$ cat src/rtl/alu_issue_pkg.sv
// rtl/alu_issue_pkg.sv - opcode/func constants, FSM encoding and decode helper for alu_issue_seq
package alu_issue_pkg;

    localparam logic [5:0] OP_RTYPE = 6'h00;
    localparam logic [5:0] OP_BEQ   = 6'h04;
    localparam logic [5:0] OP_LW    = 6'h23;

    localparam logic [5:0] F_ADD = 6'h20;
    localparam logic [5:0] F_SUB = 6'h22;
    localparam logic [5:0] F_AND = 6'h24;
    localparam logic [5:0] F_OR  = 6'h25;
    localparam logic [5:0] F_SLT = 6'h2A;

    typedef enum logic [1:0] {
        ST_IDLE = 2'd0,
        ST_READ = 2'd1,
        ST_EXEC = 2'd2,
        ST_WB   = 2'd3
    } state_t;

    // R-type func codes whose result is written back to R[rd]
    function automatic logic rtype_func_ok(input logic [5:0] f);
        return (f == F_ADD) || (f == F_SUB) || (f == F_AND) || (f == F_OR) || (f == F_SLT);
    endfunction

endpackage

$ cat src/rtl/alu_issue_regfile.sv
// rtl/alu_issue_regfile.sv - 32x32 register file, two operand reads, one debug read, one write
//
// Ports:
//   clk, rst            clock, asynchronous active-high clear of all entries
//   raddr_a / rdata_a   operand A read (combinational)
//   raddr_b / rdata_b   operand B read (combinational)
//   dbg_raddr/dbg_rdata debug read (combinational)
//   we, waddr, wdata    synchronous write; index 0 is discarded
module alu_issue_regfile (
    input  logic        clk,
    input  logic        rst,
    input  logic [4:0]  raddr_a,
    output logic [31:0] rdata_a,
    input  logic [4:0]  raddr_b,
    output logic [31:0] rdata_b,
    input  logic [4:0]  dbg_raddr,
    output logic [31:0] dbg_rdata,
    input  logic        we,
    input  logic [4:0]  waddr,
    input  logic [31:0] wdata
);

    logic [31:0] regs [32];

    always_ff @(posedge clk or posedge rst) begin
        if (rst) begin
            for (int i = 0; i < 32; i++) begin
                regs[i] <= 32'd0;
            end
        end else if (we && (waddr != 5'd0)) begin
            regs[waddr] <= wdata;
        end
    end

    // R0 is hardwired: reads of index 0 never depend on storage
    assign rdata_a   = (raddr_a   == 5'd0) ? 32'd0 : regs[raddr_a];
    assign rdata_b   = (raddr_b   == 5'd0) ? 32'd0 : regs[raddr_b];
    assign dbg_rdata = (dbg_raddr == 5'd0) ? 32'd0 : regs[dbg_raddr];

endmodule

$ cat src/rtl/alu_issue_seq.sv
// rtl/alu_issue_seq.sv - instruction issue sequencer driving a combinational ALU
//
// Ports:
//   clk, rst                         clock, asynchronous active-high reset
//   instr_valid, instr, instr_ready  instruction handshake (ready only when idle)
//   alu_opcode, alu_func, alu_a/b    registered operands/controls to the ALU
//   alu_result, alu_zero             ALU outputs, sampled on the last EXEC cycle
//   done_valid, done_result          one-cycle completion pulse and captured result
//   branch_taken, illegal            beq outcome / unsupported instruction flag
//   dbg_we, dbg_waddr, dbg_wdata     debug register write, honoured only when idle
//   dbg_raddr, dbg_rdata             combinational debug register read
module alu_issue_seq
    import alu_issue_pkg::*;
#(
    parameter int EXEC_WAIT = 1
) (
    input  logic        clk,
    input  logic        rst,
    input  logic        instr_valid,
    input  logic [31:0] instr,
    output logic        instr_ready,
    output logic [5:0]  alu_opcode,
    output logic [5:0]  alu_func,
    output logic [31:0] alu_a,
    output logic [31:0] alu_b,
    input  logic [31:0] alu_result,
    input  logic        alu_zero,
    output logic        done_valid,
    output logic [31:0] done_result,
    output logic        branch_taken,
    output logic        illegal,
    input  logic        dbg_we,
    input  logic [4:0]  dbg_waddr,
    input  logic [31:0] dbg_wdata,
    input  logic [4:0]  dbg_raddr,
    output logic [31:0] dbg_rdata
);

    localparam logic [7:0] EXEC_LAST = 8'(EXEC_WAIT - 1);

    state_t      state, state_next;
    logic [31:0] instr_q;
    logic [7:0]  exec_cnt;
    logic [31:0] result_q;
    logic        zero_q;
    logic [31:0] rdata_a, rdata_b;
    logic        rf_we;
    logic [4:0]  rf_waddr;
    logic [31:0] rf_wdata;

    logic [5:0]  q_opcode, q_func;
    logic        exec_last;

    assign q_opcode  = instr_q[31:26];
    assign q_func    = instr_q[5:0];
    assign exec_last = (exec_cnt == EXEC_LAST);

    alu_issue_regfile u_regfile (
        .clk       (clk),
        .rst       (rst),
        .raddr_a   (instr_q[25:21]),
        .rdata_a   (rdata_a),
        .raddr_b   (instr_q[20:16]),
        .rdata_b   (rdata_b),
        .dbg_raddr (dbg_raddr),
        .dbg_rdata (dbg_rdata),
        .we        (rf_we),
        .waddr     (rf_waddr),
        .wdata     (rf_wdata)
    );

    always_ff @(posedge clk or posedge rst) begin
        if (rst) begin
            state      <= ST_IDLE;
            instr_q    <= 32'd0;
            exec_cnt   <= 8'd0;
            result_q   <= 32'd0;
            zero_q     <= 1'b0;
            alu_opcode <= 6'd0;
            alu_func   <= 6'd0;
            alu_a      <= 32'd0;
            alu_b      <= 32'd0;
        end else begin
            state <= state_next;
            if (instr_valid && instr_ready) begin
                instr_q <= instr;
            end
            if (state == ST_READ) begin
                alu_opcode <= q_opcode;
                // lw uses the ALU purely as an address adder
                alu_func   <= (q_opcode == OP_LW) ? 6'd0 : q_func;
                alu_a      <= rdata_a;
                alu_b      <= (q_opcode == OP_LW) ? {{16{instr_q[15]}}, instr_q[15:0]} : rdata_b;
                exec_cnt   <= 8'd0;
            end
            if (state == ST_EXEC) begin
                exec_cnt <= exec_cnt + 8'd1;
                if (exec_last) begin
                    result_q <= alu_result;
                    zero_q   <= alu_zero;
                end
            end
        end
    end

    always_comb begin
        state_next   = state;
        instr_ready  = 1'b0;
        done_valid   = 1'b0;
        done_result  = 32'd0;
        branch_taken = 1'b0;
        illegal      = 1'b0;
        rf_we        = 1'b0;
        rf_waddr     = dbg_waddr;
        rf_wdata     = dbg_wdata;
        case (state)
            ST_IDLE: begin
                instr_ready = 1'b1;
                rf_we       = dbg_we;
                if (instr_valid) begin
                    state_next = ST_READ;
                end
            end
            ST_READ: state_next = ST_EXEC;
            ST_EXEC: begin
                if (exec_last) begin
                    state_next = ST_WB;
                end
            end
            ST_WB: begin
                done_valid = 1'b1;
                state_next = ST_IDLE;
                if (q_opcode == OP_RTYPE && rtype_func_ok(q_func)) begin
                    done_result = result_q;
                    rf_we       = 1'b1;
                    rf_waddr    = instr_q[15:11];
                    rf_wdata    = result_q;
                end else if (q_opcode == OP_BEQ) begin
                    done_result  = result_q;
                    branch_taken = zero_q;
                end else if (q_opcode == OP_LW) begin
                    done_result = result_q;
                end else begin
                    illegal = 1'b1;
                end
            end
            default: state_next = ST_IDLE;
        endcase
    end

endmodule

$ cat config.mk
export PLATFORM = sky130hd
export DESIGN_NAME = alu_issue_seq
export DESIGN_NICKNAME = d
export VERILOG_FILES = /design/src/rtl/alu_issue_pkg.sv /design/src/rtl/alu_issue_regfile.sv /design/src/rtl/alu_issue_seq.sv
export SDC_FILE = /design/constraint.sdc
export NUM_CORES = 2
export LEC_CHECK = 0
export ABC_CLOCK_PERIOD_IN_PS = 40300
export CAP_MARGIN = 20
export CORE_ASPECT_RATIO = 0.5
export CORE_MARGIN = 3
export CORE_UTILIZATION = 55
export DETAILED_ROUTE_END_ITERATION = 16
export HOLD_SLACK_MARGIN = 0.02
export PLACE_DENSITY = 0.76
export SLEW_MARGIN = 20
export SYNTH_ARGS = -nofsm -noshare
export SYNTH_HDL_FRONTEND = slang
export SYNTH_SLANG_ARGS = --single-unit
$ cat constraint.sdc
create_clock -name clk -period 40.3 [get_ports clk]
set_clock_uncertainty 0.15 [all_clocks]
set_input_delay 8.06 -clock clk [delete_from_list [all_inputs] [get_ports clk]]
set_output_delay 8.06 -clock clk [all_outputs]
set_load 0.1 [all_outputs]
Word-level counts from Yosys, hierarchy flattened
Cells that the tools add are included.
{"block": "totals", "regBits": 1175, "latchBits": 0, "ramBits": 0, "mem_bits_ro": 0, "input_bits": 111, "out_inout_bits": 144, "word_cells": 122, "n_memories": 0}
{"block": "classes", "addsub": 1, "mul": 0, "div": 0, "magnitude_cmp": 5, "eq_ne": 12, "shifts": 0, "n_mux": 41, "bitwise": 4, "reduce_logical": 18}
{"operator": "1024-bit bitwise mux", "count": 1}
{"operator": "32-bit two-way mux", "count": 17}
{"operator": "32-bit binary-select mux with 5-bit select", "count": 3}
{"operator": "32-bit demux with 5-bit select", "count": 1}
{"operator": "6-bit == test (second input constant)", "count": 6}
{"operator": "6-bit >= comparator (second input constant)", "count": 4}
{"operator": "5-bit NOT with 6-bit output", "count": 4}
{"operator": "8-bit two-way mux", "count": 2}
{"operator": "5-bit zero test", "count": 3}
{"operator": "1-bit two-way mux", "count": 10}
{"operator": "5-bit two-way mux", "count": 2}
{"operator": "8-bit by 1-bit adder with 8-bit output (second input constant)", "count": 1}
{"operator": "8-bit zero test", "count": 1}
{"operator": "2-bit case mux with 4 select lines", "count": 1}
{"operator": "6-bit by 3-bit == test with 1-bit output (second input constant)", "count": 1}
{"operator": "6-bit zero test", "count": 1}
{"operator": "6-bit by 1-bit < comparator with 1-bit output (second input constant)", "count": 1}
{"operator": "6-bit two-way mux", "count": 1}
{"operator": "5-bit nonzero test", "count": 1}
{"operator": "2-bit == test (second input constant)", "count": 2}
{"operator": "1-bit logical AND", "count": 4}
{"operator": "1-bit logical OR", "count": 4}
{"operator": "2-bit two-way mux", "count": 2}
{"operator": "2-bit != test (second input constant)", "count": 2}
{"operator": "5 further kinds", "count": 6}

Logic depth before layout (Yosys ltp)
{"block": "depth", "word_depth": 14, "mapped_depth": 10, "ltp_nobuf": 7}

By module
From an unflattened synthesis, not the netlist that was laid out.
{"block": "unflattened", "cells_unflattened": 4838, "hier_area_um2": 69949.6}
{"mod": "alu_issue_regfile", "instances": 1, "cells_per_inst": 4278, "area_per_inst_um2": 63160.6, "seq_area_each_um2": 25624.6}
{"mod": "alu_issue_seq", "instances": 1, "cells_per_inst": 560, "area_per_inst_um2": 6789.0, "seq_area_each_um2": 3778.6}

Worst setup path after synthesis
No wires, ideal clock.
{"block": "synth_timing", "path_kind": "input port to output port", "start": "in dbg_raddr[1]", "end": "out dbg_rdata[10]", "arrival_time_ns": 11.670, "required_ns": 32.090, "setup_slack_ns": 20.420, "path_stages": 8, "n_path_buf": 4, "cell_sequence": "buf_2 buf_2 clkbuf_1 clkbuf_1 mux4_2 mux4_2 inv_1 o21ai_0"}
{"block": "synth_via", "elab_chain_len": 5, "elab_cells_between_ends": 6, "classes_between": "mux (4); bitwise (1); reduce/logical (1)"}
{"element": "start: declaration", "line": "alu_issue_seq.sv:35", "source": "input logic [4:0] dbg_raddr,"}
{"element": "5-bit NOT with 6-bit output (implied by the code)", "line": "alu_issue_regfile.sv:38", "source": "assign dbg_rdata = (dbg_raddr == 5'd0) ? 32'd0 : regs[dbg_raddr];"}
{"element": "32-bit binary-select mux with 5-bit select", "line": "alu_issue_regfile.sv:38"}
{"element": "32-bit two-way mux (implied by the code) (2 in series)", "line": "alu_issue_regfile.sv:38"}
{"element": "32-bit two-way mux *", "line": "alu_issue_regfile.sv:38"}
{"element": "end: declaration", "line": "alu_issue_seq.sv:36", "source": "output logic [31:0] dbg_rdata"}
Mark *: on every way between the ends. The rest lies on a longest branch, timed or not. The select of a mux whose other input is x is not followed.

Worst setup path in the final report
{"block": "layout_timing", "start": "in dbg_raddr[0]", "end": "out dbg_rdata[24]"}
The elaborated chain is that of the path after synthesis.

==> flow_metrics.py <==
metrics = {
    "status": {
        "status": "finished, final reports clean",
    },
    "clock_network": {
        "post_cts_buffers": 0,
        "hold_buffers": 0,
        "clock_latency_ps": 760,
        "cts_buffers": 111,
        "clock_path_buffers": 3,
        "cts.reportedPaths.clkPinSlew_ps": 60,
        "cts_resized": 0,
        "cts_root_buffer": "clkbuf_16",
        "numClockSinks": 1175,
        "cts_tree": "done",
        "cts_max_level": 3,
    },
    "synthesis": {
        "synth-main-ff-cell": "dfrtp_1",
        "syn_area_sq_mm": 0.0692,
        "yosysUniqueCellTypes": 77,
        "synthCells": 4655,
        "synth.avg_cell_area_sq_um": 14.9,
        "synth-async-reset-ratio_pct": 100,
        "synth_edf_count": 0,
        "yosysSeqAreaShare_pct": 42.5,
        "synth-warning-count": 0,
        "synth_fp_nets": 4772,
        "ys_seq_elements": 1175,
    },
    "sta": {
        "finalCritPeriodShare_pct": 53.2,
        "hold_violations": 0,
        "max_freq_mhz": 46.6,
        "rsz0062_at_grt": "false",
        "drv_slew": 0,
        "setup_viol": 0,
        "worst_slew_pin_slew_ps": 1260,
        "tns_ps": 0,
        "worst_slew_margin_rel_pct": 15.9,
        "period_needed_ps": 21450,
    },
    "place": {
        "hpwl_um": 135000,
        "detailed_place.area_sq_mm": 0.0725,
        "routabilityCongestion": 0.897,
        "io_buffers": 254,
    },
    "min_path": {
        "hp-start": "u_regfile.regs[1017]$_DFFE_PP0P_",
        "hold_depth": 0,
        "hold_path.class": "reg2reg",
        "holdPathEnd": "u_regfile.regs[1017]$_DFFE_PP0P_",
    },
    "routing": {
        "wl_per_cell_um": 37.5,
        "drc": 0,
        "dr.pass1.iters": 9,
        "ant_nets": 0,
        "drt-total-wl_um": 240000,
        "via_count": 48912,
        "viasPerCell": 7.66,
        "drtIter0Drc": 7550,
    },
    "job": {
        "drv_cap": 0,
    },
    "floorplan": {
        "dieArea_sq_mm": 0.130,
        "rows": 91,
        "start_util_pct": 55.8,
        "io_pins": 255,
        "dieHeight_um": 257,
        "die_w_um": 508,
        "core_area_sq_mm": 0.124,
    },
    "pwr": {
        "peakVddDrop_uv": 47.1,
        "p_leak_nw": 29.3,
        "power-per-cell-area_mw_per_mm2": 79.5,
    },
    "final_layout": {
        "drive_above_1_share_pct": 41.3,
        "final_common_cell": "dfrtp_1",
        "syn_to_final_growth_pct": 10.4,
        "nets": 4731,
        "fin_area_sq_mm": 0.0765,
        "most-common-layout-cells": "dfrtp_1 (1167), mux2_2 (762), mux4_2 (747)",
    },
    "setup_path": {
        "path_class": "in2out",
        "cp-start-kind": "input pin",
        "cp.arrival_ps": 13240,
        "r2r_slack_ps": 34980,
        "worstPathRequired_ps": 32090,
        "rr_endpoint": "alu_a[0]$_DFFE_PP0N_",
        "reg2reg_from": "instr_q[21]$_DFFE_PP0P_",
        "ff2ff_path_depth": 8,
        "endpoint_kind": "output pin",
        "critPathMaxFanout": 80,
    },
    "grt": {
        "grt_pass1_wl_um": 348000,
        "antenna_found_initial": 10,
        "overflow": 0,
        "track_usage_pct": 36.7,
        "grt_max_degree": 166,
        "grt_pass1_vias": 49787,
    },
}
==> sequential cells by signal, indices dropped and copies added, names as in the netlist <==
| register | flops |
|---|---|
| u_regfile.regs | 1024 |
| result_q | 32 |
| exec_cnt | 8 |
| alu_func | 6 |
| alu_b | 32 |
| instr_q | 32 |
| state | 2 |
| alu_a | 32 |
| alu_opcode | 6 |
| zero_q | 1 |
==> worst max-delay path by stage <==
stage,from,to,slack [ps],depth (start not counted)
after floorplan,rst,alu_a[0]$_DFFE_PP0N_,15860,1
after global placement,dbg_raddr[0],dbg_rdata[24],18860,8
after detailed placement,dbg_raddr[0],dbg_rdata[24],18800,8
after CTS,dbg_raddr[0],dbg_rdata[24],18800,8
after global routing,dbg_raddr[0],dbg_rdata[24],18510,8
final,dbg_raddr[0],dbg_rdata[24],18850,8
==> per-layer routing <==
metal	part of all wire [%]	global-route usage, %
met4	6.4	20.0
met5	0.025	0
met2	44	53.6
met1	35	48.0
met3	14	13.5
==> cells by family (layout without fill, tap and decap cells) <==
logic type | Yosys count | after routing | share of synthesized area [%]
compound gates | 542 | 542 | 5.99
xor+xnor | 3 | 3 | 0.0380
fa+ha+maj | 6 | 6 | 0.108
simple gates | 310 | 310 | 2.36
buf+inv | 584 | 638 | 3.92
other cells | 0 | 5 | 0
mux | 2035 | 2035 | 45.1
flops | 1175 | 1175 | 42.5
==> power breakdown <==
part | internal, mW | switching [mW] | total, mW | leakage, nW
Combinational | 1.34 | 1.63 | 2.97 | 13.6
Clock | 0.640 | 0.492 | 1.13 | 1.92
Sequential | 1.55 | 0.432 | 1.98 | 13.8
Total | 3.53 | 2.55 | 6.08 | 29.3
==> final cells by class <==
| cell class | count | area (sq um) |
|---|---|---|
| Tap cell | 1674 | 2090 |
| Antenna cell | 5 | 12.5 |
| Clock inverter | 47 | 616 |
| Fill cell | 8930 | 47700 |
| Inverter | 53 | 203 |
| Clock buffer | 161 | 3260 |
| Multi-Input combinational cell | 2896 | 37200 |
| Timing Repair Buffer | 377 | 3620 |
| Sequential cell | 1175 | 29400 |
==> worst max-delay path: stages <==
cell	delay [ps]
buf_8	690
buf_4	890
buf_4	880
mux4_2	600
mux4_2	480
nand2_1	70
o21ai_0	310
clkdlybuf4s50_1	1090
==> stage by stage <==
step / utilization (%) / instances / power [mW] / setup WS, ps / hold slack (ps)
floorplan: - / 4655 / 4.00 / 15860 / 308
global route: 61.6 / 6383 / 6.27 / 18510 / 279
finish: 61.6 / 6388 / 6.08 / 18850 / 272
CTS: 61.5 / 6379 / 6.00 / 18800 / 271
detailed placement: 58.4 / 6171 / 4.87 / 18800 / 258
global placement: 58.4 / 6170 / 4.78 / 18860 / 248
==> synthesized netlist by cell type (55+ instances only) <==
master | count | share of area, %
mux2_1 | 322 | 5.2
a22oi_1 | 103 | 1.1
nand2_1 | 111 | 0.60
mux2_2 | 762 | 12
a21oi_1 | 96 | 0.69
mux4_2 | 747 | 24
dfrtp_1 | 1175 | 42
mux2i_1 | 174 | 2.5
clkbuf_1 | 280 | 1.5
buf_2 | 122 | 0.88
o21ai_0 | 55 | 0.40
buf_1 | 62 | 0.34
Note: power is estimated with default switching activity, not from simulation.
